`config.mk`:
```
export PLATFORM = sky130hd
export DESIGN_NAME = hpdmc_sdrmon
export DESIGN_NICKNAME = d
export VERILOG_FILES = /design/src/rtl/hpdmc_sdrmon_pkg.sv /design/src/rtl/hpdmc_sdrmon_bank.sv /design/src/rtl/hpdmc_sdrmon.sv
export SDC_FILE = /design/constraint.sdc
export NUM_CORES = 1
export LEC_CHECK = 0
export BUFFER_PORTS_ARGS = -buffer_cell sky130_fd_sc_hd__buf_2
export CORE_MARGIN = 2
export CORE_UTILIZATION = 60
export DETAILED_ROUTE_END_ITERATION = 12
export GPL_TIMING_DRIVEN = 0
export HOLD_SLACK_MARGIN = 0.05
export PLACE_DENSITY = 0.92
export SYNTH_ARGS = -nofsm -noshare
export SYNTH_HDL_FRONTEND = slang
export SYNTH_SLANG_ARGS = --single-unit
export TNS_END_PERCENT = 1
```
`constraint.sdc`:
```
create_clock -name sys_clk -period 6.3 [get_ports sys_clk]
set_input_delay 0.63 -clock sys_clk [delete_from_list [all_inputs] [get_ports sys_clk]]
set_output_delay 0.63 -clock sys_clk [all_outputs]
set_load 0.03 [all_outputs]
```
`src/rtl/hpdmc_sdrmon_pkg.sv`:
```
// Shared SDRAM command-monitor definitions: command encodings, per-bank state
// encoding and err_flags bit positions.
package hpdmc_sdrmon_pkg;

  localparam int NUM_BANKS = 4;

  typedef enum logic [3:0] {
    CMD_LMR   = 4'b0000,
    CMD_REF   = 4'b0001,
    CMD_PRE   = 4'b0010,
    CMD_ACT   = 4'b0011,
    CMD_WRITE = 4'b0100,
    CMD_READ  = 4'b0101,
    CMD_BST   = 4'b0110,
    CMD_NOP   = 4'b0111,
    CMD_DESEL = 4'b1000
  } cmd_t;

  typedef enum logic [1:0] {
    BANK_IDLE        = 2'd0,
    BANK_ACTIVE      = 2'd1,
    BANK_PRECHARGING = 2'd2
  } bank_state_t;

  localparam int ERR_ACT      = 0;
  localparam int ERR_RW_STATE = 1;
  localparam int ERR_RCD      = 2;
  localparam int ERR_REF      = 3;
  localparam int ERR_RFC      = 4;
  localparam int ERR_LMR      = 5;
  localparam int ERR_AUTOPRE  = 6;
  localparam int ERR_REFI     = 7;

  // Any command with cs_n high collapses to DESELECT regardless of the other pins.
  function automatic cmd_t decode_cmd(input logic [3:0] raw);
    cmd_t c;
    c = CMD_DESEL;
    if (!raw[3]) begin
      case (raw[2:0])
        3'b000:  c = CMD_LMR;
        3'b001:  c = CMD_REF;
        3'b010:  c = CMD_PRE;
        3'b011:  c = CMD_ACT;
        3'b100:  c = CMD_WRITE;
        3'b101:  c = CMD_READ;
        3'b110:  c = CMD_BST;
        default: c = CMD_NOP;
      endcase
    end
    return c;
  endfunction

endpackage

```
`src/rtl/hpdmc_sdrmon_bank.sv`:
```
// One SDRAM bank tracker: IDLE/ACTIVE/PRECHARGING state, open row and the
// tRCD/tRP down-counters that gate dependent commands.
module hpdmc_sdrmon_bank
  import hpdmc_sdrmon_pkg::*;
#(
  parameter int ROW_W = 13
) (
  input  logic             sys_clk,
  input  logic             sys_rst_n,
  input  logic             act_i,
  input  logic             pre_i,
  input  logic             rp_ld_i,
  input  logic [2:0]       tim_rp,
  input  logic [2:0]       tim_rcd,
  input  logic [ROW_W-1:0] row_i,
  output bank_state_t      state_o,
  output logic [ROW_W-1:0] row_o,
  output logic             rcd_zero_o,
  output logic             rp_zero_o
);

  bank_state_t      state_q, state_d;
  logic [ROW_W-1:0] row_q, row_d;
  logic [2:0]       rcd_q, rcd_d;
  logic [2:0]       rp_q, rp_d;

  always_ff @(posedge sys_clk or negedge sys_rst_n) begin
    if (!sys_rst_n) begin
      state_q <= BANK_IDLE;
      row_q   <= '0;
      rcd_q   <= '0;
      rp_q    <= '0;
    end else begin
      state_q <= state_d;
      row_q   <= row_d;
      rcd_q   <= rcd_d;
      rp_q    <= rp_d;
    end
  end

  always_comb begin
    state_d = state_q;
    row_d   = row_q;
    rcd_d   = (rcd_q != 3'd0) ? rcd_q - 3'd1 : 3'd0;
    rp_d    = (rp_q  != 3'd0) ? rp_q  - 3'd1 : 3'd0;
    if (act_i) begin
      row_d = row_i;
      rcd_d = tim_rcd;
    end
    if (rp_ld_i) rp_d = tim_rp;
    case (state_q)
      BANK_IDLE:        if (act_i) state_d = BANK_ACTIVE;
      BANK_ACTIVE:      if (pre_i) state_d = BANK_PRECHARGING;
      // Leave PRECHARGING as the counter lands on 0 so ACT is accepted right then.
      BANK_PRECHARGING: if (rp_d == 3'd0) state_d = BANK_IDLE;
      default:          state_d = BANK_IDLE;
    endcase
  end

  assign state_o    = state_q;
  assign row_o      = row_q;
  assign rcd_zero_o = (rcd_q == 3'd0);
  assign rp_zero_o  = (rp_q == 3'd0);

endmodule

```
`src/rtl/hpdmc_sdrmon.sv`:
```
// SDRAM command-bus monitor: checks bank/timing legality, emits read/write
// strobes with the word address. Define HPDMC_SDRMON_REFI_CHECK_EN for the refresh watchdog.
module hpdmc_sdrmon
  import hpdmc_sdrmon_pkg::*;
#(
  parameter int sdram_depth       = 25,
  parameter int sdram_columndepth = 10
) (
  input  logic                   sys_clk,
  input  logic                   sys_rst_n,
  input  logic [2:0]             tim_rp,
  input  logic [2:0]             tim_rcd,
  input  logic [3:0]             tim_rfc,
  input  logic [10:0]            tim_refi,
  input  logic                   sdram_cs_n,
  input  logic                   sdram_ras_n,
  input  logic                   sdram_cas_n,
  input  logic                   sdram_we_n,
  input  logic [12:0]            sdram_adr,
  input  logic [1:0]             sdram_ba,
  output logic                   rd_stb,
  output logic                   wr_stb,
  output logic [sdram_depth-2:0] word_adr,
  output logic [3:0]             bank_open,
  input  logic                   err_clr,
  output logic [7:0]             err_flags
);

  localparam int ROW_W = sdram_depth - sdram_columndepth - 2;

  cmd_t                   cmd;
  bank_state_t            st [NUM_BANKS];
  logic [ROW_W-1:0]       row [NUM_BANKS];
  logic [NUM_BANKS-1:0]   rcd_zero, rp_zero, act_v, pre_v, rp_ld_v;
  logic                   rfc_busy, all_ready, refi_err;
  logic [7:0]             new_err;
  logic [7:0]             err_q, err_d;
  logic [3:0]             rfc_q, rfc_d;
  logic                   rd_q, rd_d, wr_q, wr_d;
  logic [sdram_depth-2:0] word_adr_q, word_adr_d;

  assign cmd = decode_cmd({sdram_cs_n, sdram_ras_n, sdram_cas_n, sdram_we_n});

  for (genvar b = 0; b < NUM_BANKS; b++) begin : g_bank
    hpdmc_sdrmon_bank #(.ROW_W(ROW_W)) u_bank (
      .sys_clk    (sys_clk),
      .sys_rst_n  (sys_rst_n),
      .act_i      (act_v[b]),
      .pre_i      (pre_v[b]),
      .rp_ld_i    (rp_ld_v[b]),
      .tim_rp     (tim_rp),
      .tim_rcd    (tim_rcd),
      .row_i      (sdram_adr[ROW_W-1:0]),
      .state_o    (st[b]),
      .row_o      (row[b]),
      .rcd_zero_o (rcd_zero[b]),
      .rp_zero_o  (rp_zero[b])
    );
  end

  always_ff @(posedge sys_clk or negedge sys_rst_n) begin
    if (!sys_rst_n) begin
      err_q      <= '0;
      rfc_q      <= '0;
      rd_q       <= 1'b0;
      wr_q       <= 1'b0;
      word_adr_q <= '0;
    end else begin
      err_q      <= err_d;
      rfc_q      <= rfc_d;
      rd_q       <= rd_d;
      wr_q       <= wr_d;
      word_adr_q <= word_adr_d;
    end
  end

  always_comb begin
    bank_open = '0;
    all_ready = 1'b1;
    for (int b = 0; b < NUM_BANKS; b++) begin
      bank_open[b] = (st[b] == BANK_ACTIVE);
      // A bank only counts as quiescent once its tRP has fully elapsed.
      if (st[b] != BANK_IDLE || !rp_zero[b]) all_ready = 1'b0;
    end
  end

  always_comb begin
    new_err    = '0;
    act_v      = '0;
    pre_v      = '0;
    rp_ld_v    = '0;
    rd_d       = 1'b0;
    wr_d       = 1'b0;
    word_adr_d = word_adr_q;
    rfc_busy   = (rfc_q != 4'd0);
    rfc_d      = rfc_busy ? rfc_q - 4'd1 : 4'd0;
    if (rfc_busy && cmd != CMD_NOP && cmd != CMD_DESEL) new_err[ERR_RFC] = 1'b1;
    case (cmd)
      CMD_ACT: begin
        if (st[sdram_ba] != BANK_IDLE || !rp_zero[sdram_ba]) new_err[ERR_ACT] = 1'b1;
        else if (!rfc_busy) act_v[sdram_ba] = 1'b1;
      end
      CMD_READ, CMD_WRITE: begin
        new_err[ERR_RW_STATE] = (st[sdram_ba] != BANK_ACTIVE);
        new_err[ERR_RCD]      = !rcd_zero[sdram_ba];
        new_err[ERR_AUTOPRE]  = sdram_adr[10];
        if (new_err == 8'd0) begin
          rd_d       = (cmd == CMD_READ);
          wr_d       = (cmd == CMD_WRITE);
          word_adr_d = {row[sdram_ba], sdram_ba, sdram_adr[sdram_columndepth-1:1]};
        end
      end
      CMD_PRE: begin
        if (!rfc_busy) begin
          if (sdram_adr[10]) begin
            pre_v   = '1;
            rp_ld_v = '1;
          end else begin
            pre_v[sdram_ba]   = 1'b1;
            rp_ld_v[sdram_ba] = (st[sdram_ba] != BANK_IDLE);
          end
        end
      end
      CMD_REF: begin
        new_err[ERR_REF] = !all_ready;
        rfc_d            = tim_rfc;
      end
      CMD_LMR: new_err[ERR_LMR] = !all_ready;
      default: ;
    endcase
    new_err[ERR_REFI] = refi_err;
    err_d = (err_clr ? 8'd0 : err_q) | new_err;
  end

`ifdef HPDMC_SDRMON_REFI_CHECK_EN
  logic [10:0] refi_q, refi_d;
  logic [4:0]  grace_q, grace_d;
  logic        armed_q;

  always_ff @(posedge sys_clk or negedge sys_rst_n) begin
    if (!sys_rst_n) begin
      refi_q  <= '0;
      grace_q <= '0;
      armed_q <= 1'b0;
    end else begin
      refi_q  <= refi_d;
      grace_q <= grace_d;
      armed_q <= 1'b1;
    end
  end

  // First cycle out of reset loads tREFI, as does every REF.
  always_comb begin
    refi_d  = (refi_q != 11'd0) ? refi_q - 11'd1 : 11'd0;
    grace_d = grace_q;
    if (!armed_q || cmd == CMD_REF) begin
      refi_d  = tim_refi;
      grace_d = '0;
    end else if (refi_q == 11'd0 && grace_q != 5'h1f) begin
      grace_d = grace_q + 5'd1;
    end
    refi_err = armed_q && (refi_q == 11'd0) && (grace_q >= ({1'b0, tim_rfc} + 5'd4));
  end
`else
  logic unused_refi;
  assign unused_refi = ^tim_refi;
  assign refi_err    = 1'b0;
`endif

  assign rd_stb    = rd_q;
  assign wr_stb    = wr_q;
  assign word_adr  = word_adr_q;
  assign err_flags = err_q;

endmodule

```
==> qor.txt, run 1 <==
Drt pass-1 iters - 5
FF-to-FF End - g_bank[3].u_bank.row_o[12]$_DFFE_PN0P_
Post-synth EDFFs - 0
Critical Path AT - 3.47 ns
Gr ovfl total - 0
Crit path launch type - flip-flop
Total track usage - 28.5%
I/O pins - 81
CTS Sinks - 121
Wire length of the first global-routing pass - 22.0 mm
VDD IR max - 0.000230 V
Final Skew - 0.00530 ns
# rows - 35
Measured slew at the worst slew-check pin - 1.13 ns
Unrepaired setup endpoints after global routing - false
Commonest non-fill, non-tap cell in the layout - dfrtp_1
Final hold viol count - 0
Setup crit end kind - flip-flop
Mapped Cells - 430
Routability cong. - 0.875
Post-DP HPWL - 8.53 mm
Status - finished, final reports clean
Reg-to-reg slack, setup - 3.23 ns
Non-Filler Instances - 659
P&R area growth vs syn - 19.4%
Core area - 9280 µm²
Number of synthesized register bits - 121
Antenna violations before repair - 0
Req. time, crit path - 6.70 ns
Hold Startpoint - tim_rfc[0]
Hold Path End - rfc_q[0]$_DFF_PN0_
Crit path max fanout - 10
Area of the multi-input gates - 2530 µm²
Synthesized area - 5780 µm²
Hold slack - 0.317 ns
Minimum clock period - 3.07 ns
Via count - 3983
Die area - 10400 µm²
Netlist cell types - 47
CTS Buf Count - 17
Die Wd - 102 µm
Launch point of the worst reg-to-reg path - rfc_q[1]$_DFF_PN0_
R2r worst-path depth - 5
Clock Tree Root - clkbuf_8
PwrDens - 337 nW/µm²
Nets - 568
Starting DRT DRC Count - 226
Setup bufs post-CTS - 0
Final setup TNS - 0 ns
Largest net degree at the start of global routing - 87
Die H - 102 µm
Reg area - 3030 µm²
DR WL/cell - 20.7 µm
Synthesized area per cell - 13.4 µm²
Seq/Total Area, Yosys - 52.4%
Commonest cells after routing, fill and taps aside - dfrtp_1 (121), buf_2 (67), mux2_2 (59), o21ai_0 (29), mux2_4 (28)
Synth async-reset ratio - 100%
DR DRC count - 0
Hold depth - 3
Crit Path Class - reg2reg
Layout cells sized above 1 - 42.5%
Main flop type after synthesis - dfrtp_1
Ant diodes - 0
YS warnings - 0
Final worst-path cycle share - 48.7%
Initial core utilization - 62.2%
CTS tree - done
Fill count - 573
Number of global-route vias before repair - 4215
Final WL - 13.6 mm
Max H-tree Level - 4
Worst-case clock buffer depth - 2
Fmax - 0.326 GHz
Max-Cap Viols - 0
Vias per inst - 6.04
Routed Antenna Nets - 0
Leakage - 3.41 nW
PortBufs - 66
Pins Over Slew Limit - 0
Clock slew at reported path FFs - 0.06 ns
Inst Count DP - 626
Rel. slew slack - 23.8%
Worst-skew pair later-pin latency - 0.52 ns
Syn_nets - 481
Final setup vio count - 0
Overall power - 2.33 mW
Hold Path Class - in2reg
## sequential cells by signal (all words and copies together) (netlist names)
name / cells
g_bank.u_bank.row_o: 52
word_adr: 24
g_bank.u_bank.rcd_q: 12
g_bank.u_bank.rp_q: 12
g_bank.u_bank.state_o: 8
err_flags: 7
rfc_q: 4
rd_stb: 1
wr_stb: 1
## how the worst max path moves through the flow
stage,startpoint,end,slack [ns],cells after the start
after detailed placement,sdram_ba[1],g_bank[0].u_bank.row_o[8]$_DFFE_PN0P_,3.16,7
after floorplan,sdram_ba[1],g_bank[0].u_bank.rcd_q[1]$_DFF_PN0_,3.49,7
after CTS,rfc_q[0]$_DFF_PN0_,g_bank[3].u_bank.row_o[12]$_DFFE_PN0P_,3.24,5
final,rfc_q[1]$_DFF_PN0_,g_bank[3].u_bank.row_o[12]$_DFFE_PN0P_,3.23,5
after global placement,sdram_ba[1],g_bank[3].u_bank.rcd_q[2]$_DFF_PN0_,3.17,7
after global routing,rfc_q[0]$_DFF_PN0_,g_bank[3].u_bank.row_o[12]$_DFFE_PN0P_,3.11,5
## metal layers
metal	wire length [µm]	share of wire [%]	vias to the layer above	global-route usage, %
met2	7050	52	164	48.2
li1	-	-	1731	-
met5	0	0	-	0
met3	716	5.2	44	7.59
met1	5470	40	2044	34.0
met4	412	3.0	0	13.7
## critical path, cell delays in order (launching register included)
cell and delay [ns]:
dfrtp_1 0.41, nor4_2 0.67, nand4_2 0.39, a2111oi_4 0.86
buf_6 0.29, mux2_4 0.33
## cells in the mapped netlist, types with 2 or more instances
library cell,n,area (µm²)
dfrtp_1,121,3030
buf_6,6,67.6
nand4_1,2,12.5
inv_1,20,75.1
o21ai_0,29,145
nor2b_1,6,37.5
clkbuf_1,5,18.8
o211ai_1,3,22.5
buf_2,2,10.0
o21a_1,2,15.0
mux4_2,16,360
buf_4,6,45.0
nor4_1,4,25.0
o31ai_1,10,75.1
o22ai_1,5,31.3
nor2_1,19,71.3
mux2_2,59,664
mux2_4,28,420
a21oi_1,10,50.1
nor3_1,3,15.0
or3_1,2,12.5
nand2_1,25,93.8
nor3b_1,4,30.0
a21o_1,4,30.0
a2111oi_4,4,110
ha_1,8,100
nand2b_1,7,43.8
## stage by stage
step / setup slack [ns] / util (%) / instance area (µm²)
2_1_floorplan: 3.49 / - / 5780
3_3_place_gp: 3.17 / 67.5 / 6270
3_5_place_dp: 3.16 / 67.9 / 6300
4_1_cts: 3.24 / 74.3 / 6900
5_1_grt: 3.11 / 74.3 / 6900
6_report: 3.23 / 74.3 / 6900
## power by group
part	total (mW)	leakage [nW]	internal, mW	switching (mW)
Sequential	0.957	1.67	0.879	0.0776
Clock	0.948	0.277	0.586	0.361
Combinational	0.423	1.47	0.195	0.228
## layout make-up
type,instances,area share (%)
multi-input cells,269,36.6
clock buffers,19,6.40
well taps,129,2.34
inverters,20,1.09
flip-flops and latches,121,43.9
repair buffers,68,5.42
plain buffers,20,2.12
clock inverters,13,2.09
## timing repair
action	in CTS	in global routing
hold buffers	1	0
endpoints found under the hold margin	35	0
resized for setup	0	0
## cell families (layout without fill, tap and decap cells)
logic type | after synthesis | in the layout | synth area share [%]
AOI/OAI and AO/OA | 72 | 72 | 9.16
xor gates and xnor gates | 1 | 1 | 0.152
adders and majority gates | 8 | 8 | 1.73
buffers and inverters | 40 | 140 | 3.83
DFF | 121 | 121 | 52.4
muxes | 104 | 104 | 25.2
other | 1 | 1 | 0.0649
and+or+nand+nor | 83 | 83 | 7.45
No activity file was read; power rests on OpenSTA's default activity.
==> run 2, diff against run 1 <==
--- a/config.mk
+++ b/config.mk
@@ -7,11 +7,11 @@
 export LEC_CHECK = 0
 export BUFFER_PORTS_ARGS = -buffer_cell sky130_fd_sc_hd__buf_2
 export CORE_MARGIN = 2
-export CORE_UTILIZATION = 60
+export CORE_UTILIZATION = 57
 export DETAILED_ROUTE_END_ITERATION = 12
 export GPL_TIMING_DRIVEN = 0
 export HOLD_SLACK_MARGIN = 0.05
-export PLACE_DENSITY = 0.92
+export PLACE_DENSITY = 0.88
 export SYNTH_ARGS = -nofsm -noshare
 export SYNTH_HDL_FRONTEND = slang
 export SYNTH_SLANG_ARGS = --single-unit
==> constraint.sdc (replaced) <==
create_clock -name sys_clk -period 3.1 [get_ports sys_clk]
set_input_delay 0.31 -clock sys_clk [delete_from_list [all_inputs] [get_ports sys_clk]]
set_output_delay 0.31 -clock sys_clk [all_outputs]
set_load 0.03 [all_outputs]
==> run 2 against run 1 <==
Effect of this change: count of clock-buffer cells in the layout grew 3; routed wire length shrank 5.1%; clock power grew 100%; via count shrank 1.1%; register-to-register slack lost 3.0 ns; critical endpoint is now g_bank[1].u_bank.row_o[7]$_DFFE_PN0N_; combinational power grew 100%; sequential cell count is the same; utilization shrank 3.0 points.
==> qor.txt, run 2 (synthesis results as in run 1) <==
PortBufs - 66 (unchanged)
Req. time, crit path - 3.51 ns (-3.19 ns)
Measured slew at the worst slew-check pin - 1.31 ns (+0.179 ns)
Fill count - 625 (+9.1%)
Commonest non-fill, non-tap cell in the layout - dfrtp_1
Hold Path End - g_bank[1].u_bank.row_o[11]$_DFFE_PN0N_
Vias per inst - 5.85 (-3.1%)
Post-DP HPWL - 8.20 mm (-3.8%)
DR DRC count - 0 (unchanged)
Reg-to-reg slack, setup - 0.25 ns (-2.98 ns)
Fmax - 0.351 GHz (+7.7%)
Commonest cells after routing, fill and taps aside - dfrtp_1 (121), buf_2 (67), mux2_2 (59), o21ai_0 (29), mux2_4 (28)
Worst-skew pair later-pin latency - 0.54 ns (+0.02 ns)
Starting DRT DRC Count - 295 (+31%)
FF-to-FF End - g_bank[1].u_bank.row_o[7]$_DFFE_PN0N_
Final setup vio count - 0 (unchanged)
Die H - 105 µm (+2.5%)
Clock Tree Root - clkbuf_8
Launch point of the worst reg-to-reg path - g_bank[3].u_bank.state_o[1]$_DFFE_PN0P_
Final worst-path cycle share - 91.8% (+43 points)
Crit path max fanout - 10 (unchanged)
Hold Startpoint - sdram_adr[11]
Drt pass-1 iters - 4 (-1)
Final setup TNS - 0 ns (unchanged)
Clock slew at reported path FFs - 0.06 ns (about the same)
Ant diodes - 0 (unchanged)
Leakage - 3.47 nW (+1.8%)
Final hold viol count - 0 (unchanged)
Largest net degree at the start of global routing - 83 (-4.6%)
Final WL - 12.9 mm (-5.1%)
Total track usage - 25.4% (-3.1 points)
Met2 Track Usage GR - 42.3% (-5.9 points)
Setup crit end kind - flip-flop
Initial core utilization - 58.8% (-3.4 points)
Nets - 579 (+1.9%)
Max H-tree Level - 4 (unchanged)
Layout cells sized above 1 - 41.7% (-0.79 points)
Critical Path AT - 3.26 ns (-0.21 ns)
P&R area growth vs syn - 21.2%
Max-Cap Viols - 0 (unchanged)
Minimum clock period - 2.85 ns (-0.220 ns)
Routability cong. - 0.885 (+1.2%)
VDD IR max - 0.000533 V (+130%)
Non-Filler Instances - 673 (+2.1%)
Most Crowded Layer GR - met2
PwrDens - 677 nW/µm² (+100%)
Inst Count DP - 630 (+0.64%)
Number of global-route vias before repair - 4165 (-1.2%)
Via count - 3940 (-1.1%)
Hold slack - 0.0631 ns (-0.254 ns)
Antenna violations before repair - 0 (unchanged)
DR WL/cell - 19.2 µm (-7.1%)
Worst-case clock buffer depth - 2 (unchanged)
Hold depth - 2 (-1)
CTS tree - done
Crit Path Class - reg2reg
Hold Path Class - in2reg
Unrepaired setup endpoints after global routing - false
Util after Layout - 71.3% (-3.0 points)
Crit path launch type - flip-flop
CTS Buf Count - 17 (unchanged)
Routed Antenna Nets - 0 (unchanged)
Core area - 9820 µm² (+5.8%)
Overall power - 4.74 mW (+100%)
Die area - 11000 µm² (+5.1%)
Status - finished, final reports clean
Number of flip-flops under the largest register name - 52 (unchanged)
# rows - 36 (+2.9%)
Rel. slew slack - 11.8% (-12 points)
R2r worst-path depth - 6 (+1)
GRT met3 Usage - 7.42% (-0.17 points)
Final Skew - 0.0187 ns (+0.0134 ns)
Wire length of the first global-routing pass - 21.3 mm (-3.2%)
CTS Sinks - 121 (unchanged)
Die Wd - 105 µm (+2.5%)
I/O pins - 81 (unchanged)
Global Route met1 Usage - 31.0% (-3.0 points)
Gr ovfl total - 0 (unchanged)
Pins Over Slew Limit - 0 (unchanged)
-- run 2: through the flow --
| stage | area (µm²) | worst slack, ns |
|---|---|---|
| after detailed placement | 6310 | 0.0633 |
| after global routing | 7000 | 0.169 |
| after global placement | 6270 | 0.143 |
| final | 7000 | 0.253 |
| after floorplan | 5780 | 0.607 |
| after CTS | 6960 | 0.0173 |
-- run 2: area by class of cell --
type,instances,area (µm²),area share (%)
Multi-Input combinational cell,269,2540,36.2
Buffer,20,146,2.09
Clock inverter,9,123,1.75
Sequential cell,121,3030,43.2
Clock buffer,22,453,6.47
Inverter,20,75.1,1.07
Timing Repair Buffer,79,474,6.77
Tap cell,133,166,2.38
-- run 2: what timing repair did --
action	CTS	global route
endpoints found under the setup margin	0	28
buffers inserted	0	4
gates resized for setup	0	1
hold endpoints to repair	48	0
hold buffers	8	0
-- run 2: worst max-delay path by stage --
stage,to,slack (ns),start
after floorplan,g_bank[0].u_bank.rcd_q[1]$_DFF_PN0_,0.61,sdram_ba[1]
after global placement,g_bank[2].u_bank.row_o[8]$_DFFE_PN0P_,0.14,rfc_q[1]$_DFF_PN0_
after detailed placement,g_bank[0].u_bank.row_o[7]$_DFFE_PN0P_,0.06,rfc_q[1]$_DFF_PN0_
after CTS,g_bank[0].u_bank.row_o[8]$_DFFE_PN0P_,0.02,rfc_q[1]$_DFF_PN0_
after global routing,g_bank[2].u_bank.row_o[10]$_DFFE_PN0P_,0.17,rfc_q[0]$_DFF_PN0_
final,g_bank[1].u_bank.row_o[7]$_DFFE_PN0N_,0.25,g_bank[3].u_bank.state_o[1]$_DFFE_PN0P_
-- run 2: critical path, cell delays in order (launching register included) --
cell and delay, ns:
dfrtp_1 0.42, mux4_2 0.51, or2_1 0.25, buf_6 0.14
a2111oi_4 0.80, buf_6 0.28, mux2_4 0.32
-- run 2: report_power, final --
part           switching, mW  internal, mW  leakage [nW]
combinational          0.457         0.407          1.52
clock                  0.678          1.25         0.284
sequential             0.155          1.79          1.67
total                   1.29          3.45          3.47
-- run 2: routing by layer --
metal | part of all wire, % | vias up
met5 | 0 | -
met4 | 2.6 | 0
met3 | 6.3 | 31
met2 | 52 | 156
met1 | 39 | 1994
li1 | - | 1759
==> run 3, diff against run 2 <==
--- a/config.mk
+++ b/config.mk
@@ -12,6 +12,7 @@
 export GPL_TIMING_DRIVEN = 0
 export HOLD_SLACK_MARGIN = 0.05
 export PLACE_DENSITY = 0.88
+export REMOVE_ABC_BUFFERS = 1
 export SYNTH_ARGS = -nofsm -noshare
 export SYNTH_HDL_FRONTEND = slang
 export SYNTH_SLANG_ARGS = --single-unit
==> run 3 against run 2 <==
Effect of this change: clock skew is 0.012 ns lower; setup slack got worse by 0.14 ns; via count down 4.0%; worst hold slack improved by 0.012 ns; utilization hardly changed; critical endpoint is now g_bank[3].u_bank.row_o[3]$_DFFE_PN0P_.
==> qor.txt, run 3 (synthesis results as in run 1) <==
Post-DP HPWL - 7.99 mm (-2.6%)
Final WL - 12.3 mm (-4.8%)
Rel. slew slack - 19.4% (+7.6 points)
Final worst-path cycle share - 96.4% (+4.5 points)
CTS Buf Count - 17 (unchanged)
Number of flip-flops under the largest register name - 52 (unchanged)
Clock Tree Root - clkbuf_8
Initial core utilization - 58.8% (unchanged)
PwrDens - 698 nW/µm² (+3.2%)
# rows - 36 (unchanged)
Final setup vio count - 0 (unchanged)
Pins Over Slew Limit - 0 (unchanged)
Inst Count DP - 616 (-2.2%)
Critical Path AT - 3.40 ns (+0.14 ns)
Setup crit end kind - flip-flop
Worst-case clock buffer depth - 2 (unchanged)
P&R area growth vs syn - 21.2% (about the same)
Die area - 11000 µm² (unchanged)
Req. time, crit path - 3.51 ns (about the same)
Nets - 566 (-2.2%)
Buf/Inv on CP - 1 (-1)
Commonest non-fill, non-tap cell in the layout - dfrtp_1
Layout cells sized above 1 - 41.7% (unchanged)
Unrepaired setup endpoints after global routing - false
Max H-tree Level - 4 (unchanged)
Fmax - 0.335 GHz (-4.7%)
Total track usage - 24.0% (-1.3 points)
Final setup TNS - 0 ns (unchanged)
Non-Filler Instances - 661 (-1.8%)
Gr ovfl total - 0 (unchanged)
Measured slew at the worst slew-check pin - 1.21 ns (-0.102 ns)
CP peak stage delay - 0.92 ns (+0.12 ns)
I/O pins - 81 (unchanged)
Number of global-route vias before repair - 3915 (-6.0%)
Clock slew at reported path FFs - 0.06 ns (about the same)
Crit path max fanout - 10 (unchanged)
Routed Antenna Nets - 0 (unchanged)
Hold Path Class - in2reg
Max-Cap Viols - 0 (unchanged)
Wire length of the first global-routing pass - 20.3 mm (-4.9%)
Starting DRT DRC Count - 265 (-10%)
Leakage - 3.45 nW (-0.70%)
CP Depth - 5 (-1)
Die Wd - 105 µm (unchanged)
PortBufs - 68 (+3.0%)
Drt pass-1 iters - 5 (+1)
Final hold viol count - 0 (unchanged)
Crit Path Class - reg2reg
Worst-skew pair later-pin latency - 0.53 ns (about the same)
CP max-delay cell - a2111oi_4
Routability cong. - 0.888 (+0.31%)
Minimum clock period - 2.99 ns (+0.141 ns)
Core area - 9820 µm² (unchanged)
Crit path max-delay family - compound AO/OA/AOI/OAI gates
VDD IR max - 0.000444 V (-17%)
R2r worst-path depth - 5 (-1)
CTS tree - done
DR DRC count - 0 (unchanged)
Antenna violations before repair - 0 (unchanged)
Ant diodes - 0 (unchanged)
Crit path launch type - flip-flop
Final Skew - 0.00673 ns (-0.0120 ns)
Largest net degree at the start of global routing - 63 (-24%)
DR WL/cell - 18.6 µm (-3.1%)
Commonest cells after routing, fill and taps aside - dfrtp_1 (121), buf_2 (67), mux2_2 (59), o21ai_0 (29), mux2_4 (28)
Die H - 105 µm (unchanged)
Vias per inst - 5.72 (-2.3%)
Hold depth - 3 (+1)
Status - finished, final reports clean
Via count - 3782 (-4.0%)
Worst path cell trace - mux4_2, or2_1, a2111oi_4, buf_8, mux2_2
CTS Sinks - 121 (unchanged)
## run 3: cell types whose count changed in the layout (fill, tap and decap cells not counted)
| cell | previous run | this run |
|---|---|---|
| clkinvlp_4 | 1 | 2 |
| clkbuf_2 | 1 | 0 |
| clkinv_2 | 5 | 0 |
| buf_4 | 10 | 5 |
| clkinv_4 | 0 | 5 |
| buf_8 | 0 | 3 |
| clkbuf_8 | 3 | 2 |
| inv_6 | 0 | 1 |
| bufinv_16 | 3 | 5 |
| clkbuf_1 | 8 | 1 |
| buf_6 | 7 | 2 |
## run 3: layout make-up
| class | count | area, µm² |
|---|---|---|
| multi-input combinational | 269 | 2540 |
| fill | 655 | 2820 |
| tap | 133 | 166 |
| clock buffer | 19 | 432 |
| timing repair buffer | 86 | 548 |
| inverter | 20 | 75.1 |
| clock inverter | 13 | 218 |
| sequential | 121 | 3030 |
## run 3: final timing paths
check                                                        end                                    start  slack, ns
hold reg to reg              g_bank[3].u_bank.rcd_q[0]$_DFF_PN0_      g_bank[3].u_bank.rcd_q[0]$_DFF_PN0_       0.50
setup reg to reg           g_bank[3].u_bank.row_o[3]$_DFFE_PN0P_  g_bank[3].u_bank.state_o[1]$_DFFE_PN0P_       0.11
setup / recovery           g_bank[3].u_bank.row_o[3]$_DFFE_PN0P_  g_bank[3].u_bank.state_o[1]$_DFFE_PN0P_       0.11
max in group asynchronous               word_adr[15]$_DFFE_PN0P_                                sys_rst_n       2.08
hold / removal                g_bank[1].u_bank.rp_q[2]$_DFF_PN0_                                tim_rp[2]       0.08
min in group asynchronous                     rfc_q[2]$_DFF_PN0_                                sys_rst_n       0.34
## run 3: where the power goes
group / switching, mW / internal, mW / leakage (nW)
logic: 0.440 / 0.378 / 1.47
clock network: 0.720 / 1.42 / 0.309
registers: 0.152 / 1.79 / 1.67
total: 1.31 / 3.58 / 3.45
## run 3: layer usage
| layer | global-route usage (%) | part of all wire [%] | wire [µm] | up-vias |
|---|---|---|---|---|
| li1 | - | - | - | 1723 |
| met1 | 30.0 | 42 | 5120 | 1913 |
| met2 | 40.9 | 51 | 6260 | 129 |
| met3 | 7.11 | 6.4 | 791 | 17 |
| met4 | 6.95 | 1.2 | 151 | 0 |
| met5 | 0 | 0 | 0 | - |
## run 3: tightest hold or removal path: cells and delay by family
family | cells | cell delay (ns)
AO/OA/AOI/OAI | 1 | 0.06
AND/OR/NAND/NOR | 1 | 0.05
buffers and inverters | 1 | 0.13
## run 3: per-stage QoR
stage	worst slack (ns)	total power [mW]	cell area, µm²	hold WS, ns	utilization, %
2_1_floorplan	0.369	2.47	5630	0.0144	-
3_3_place_gp	-0.624	2.69	6140	0.474	62.5
3_5_place_dp	-0.483	2.75	6230	0.317	63.4
4_1_cts	0.0560	4.91	6970	0.0600	71.0
5_1_grt	0.0588	5.09	7000	0.0687	71.3
6_report	0.112	4.89	7000	0.0753	71.3
## run 3: what timing repair did
action,CTS,global route
gates cloned,0,0
pin swaps,3,2
hold buffers,8,0
gates resized for setup,0,1
buffers inserted,2,3
endpoints found under the hold margin,67,0
setup endpoints to repair,14,50
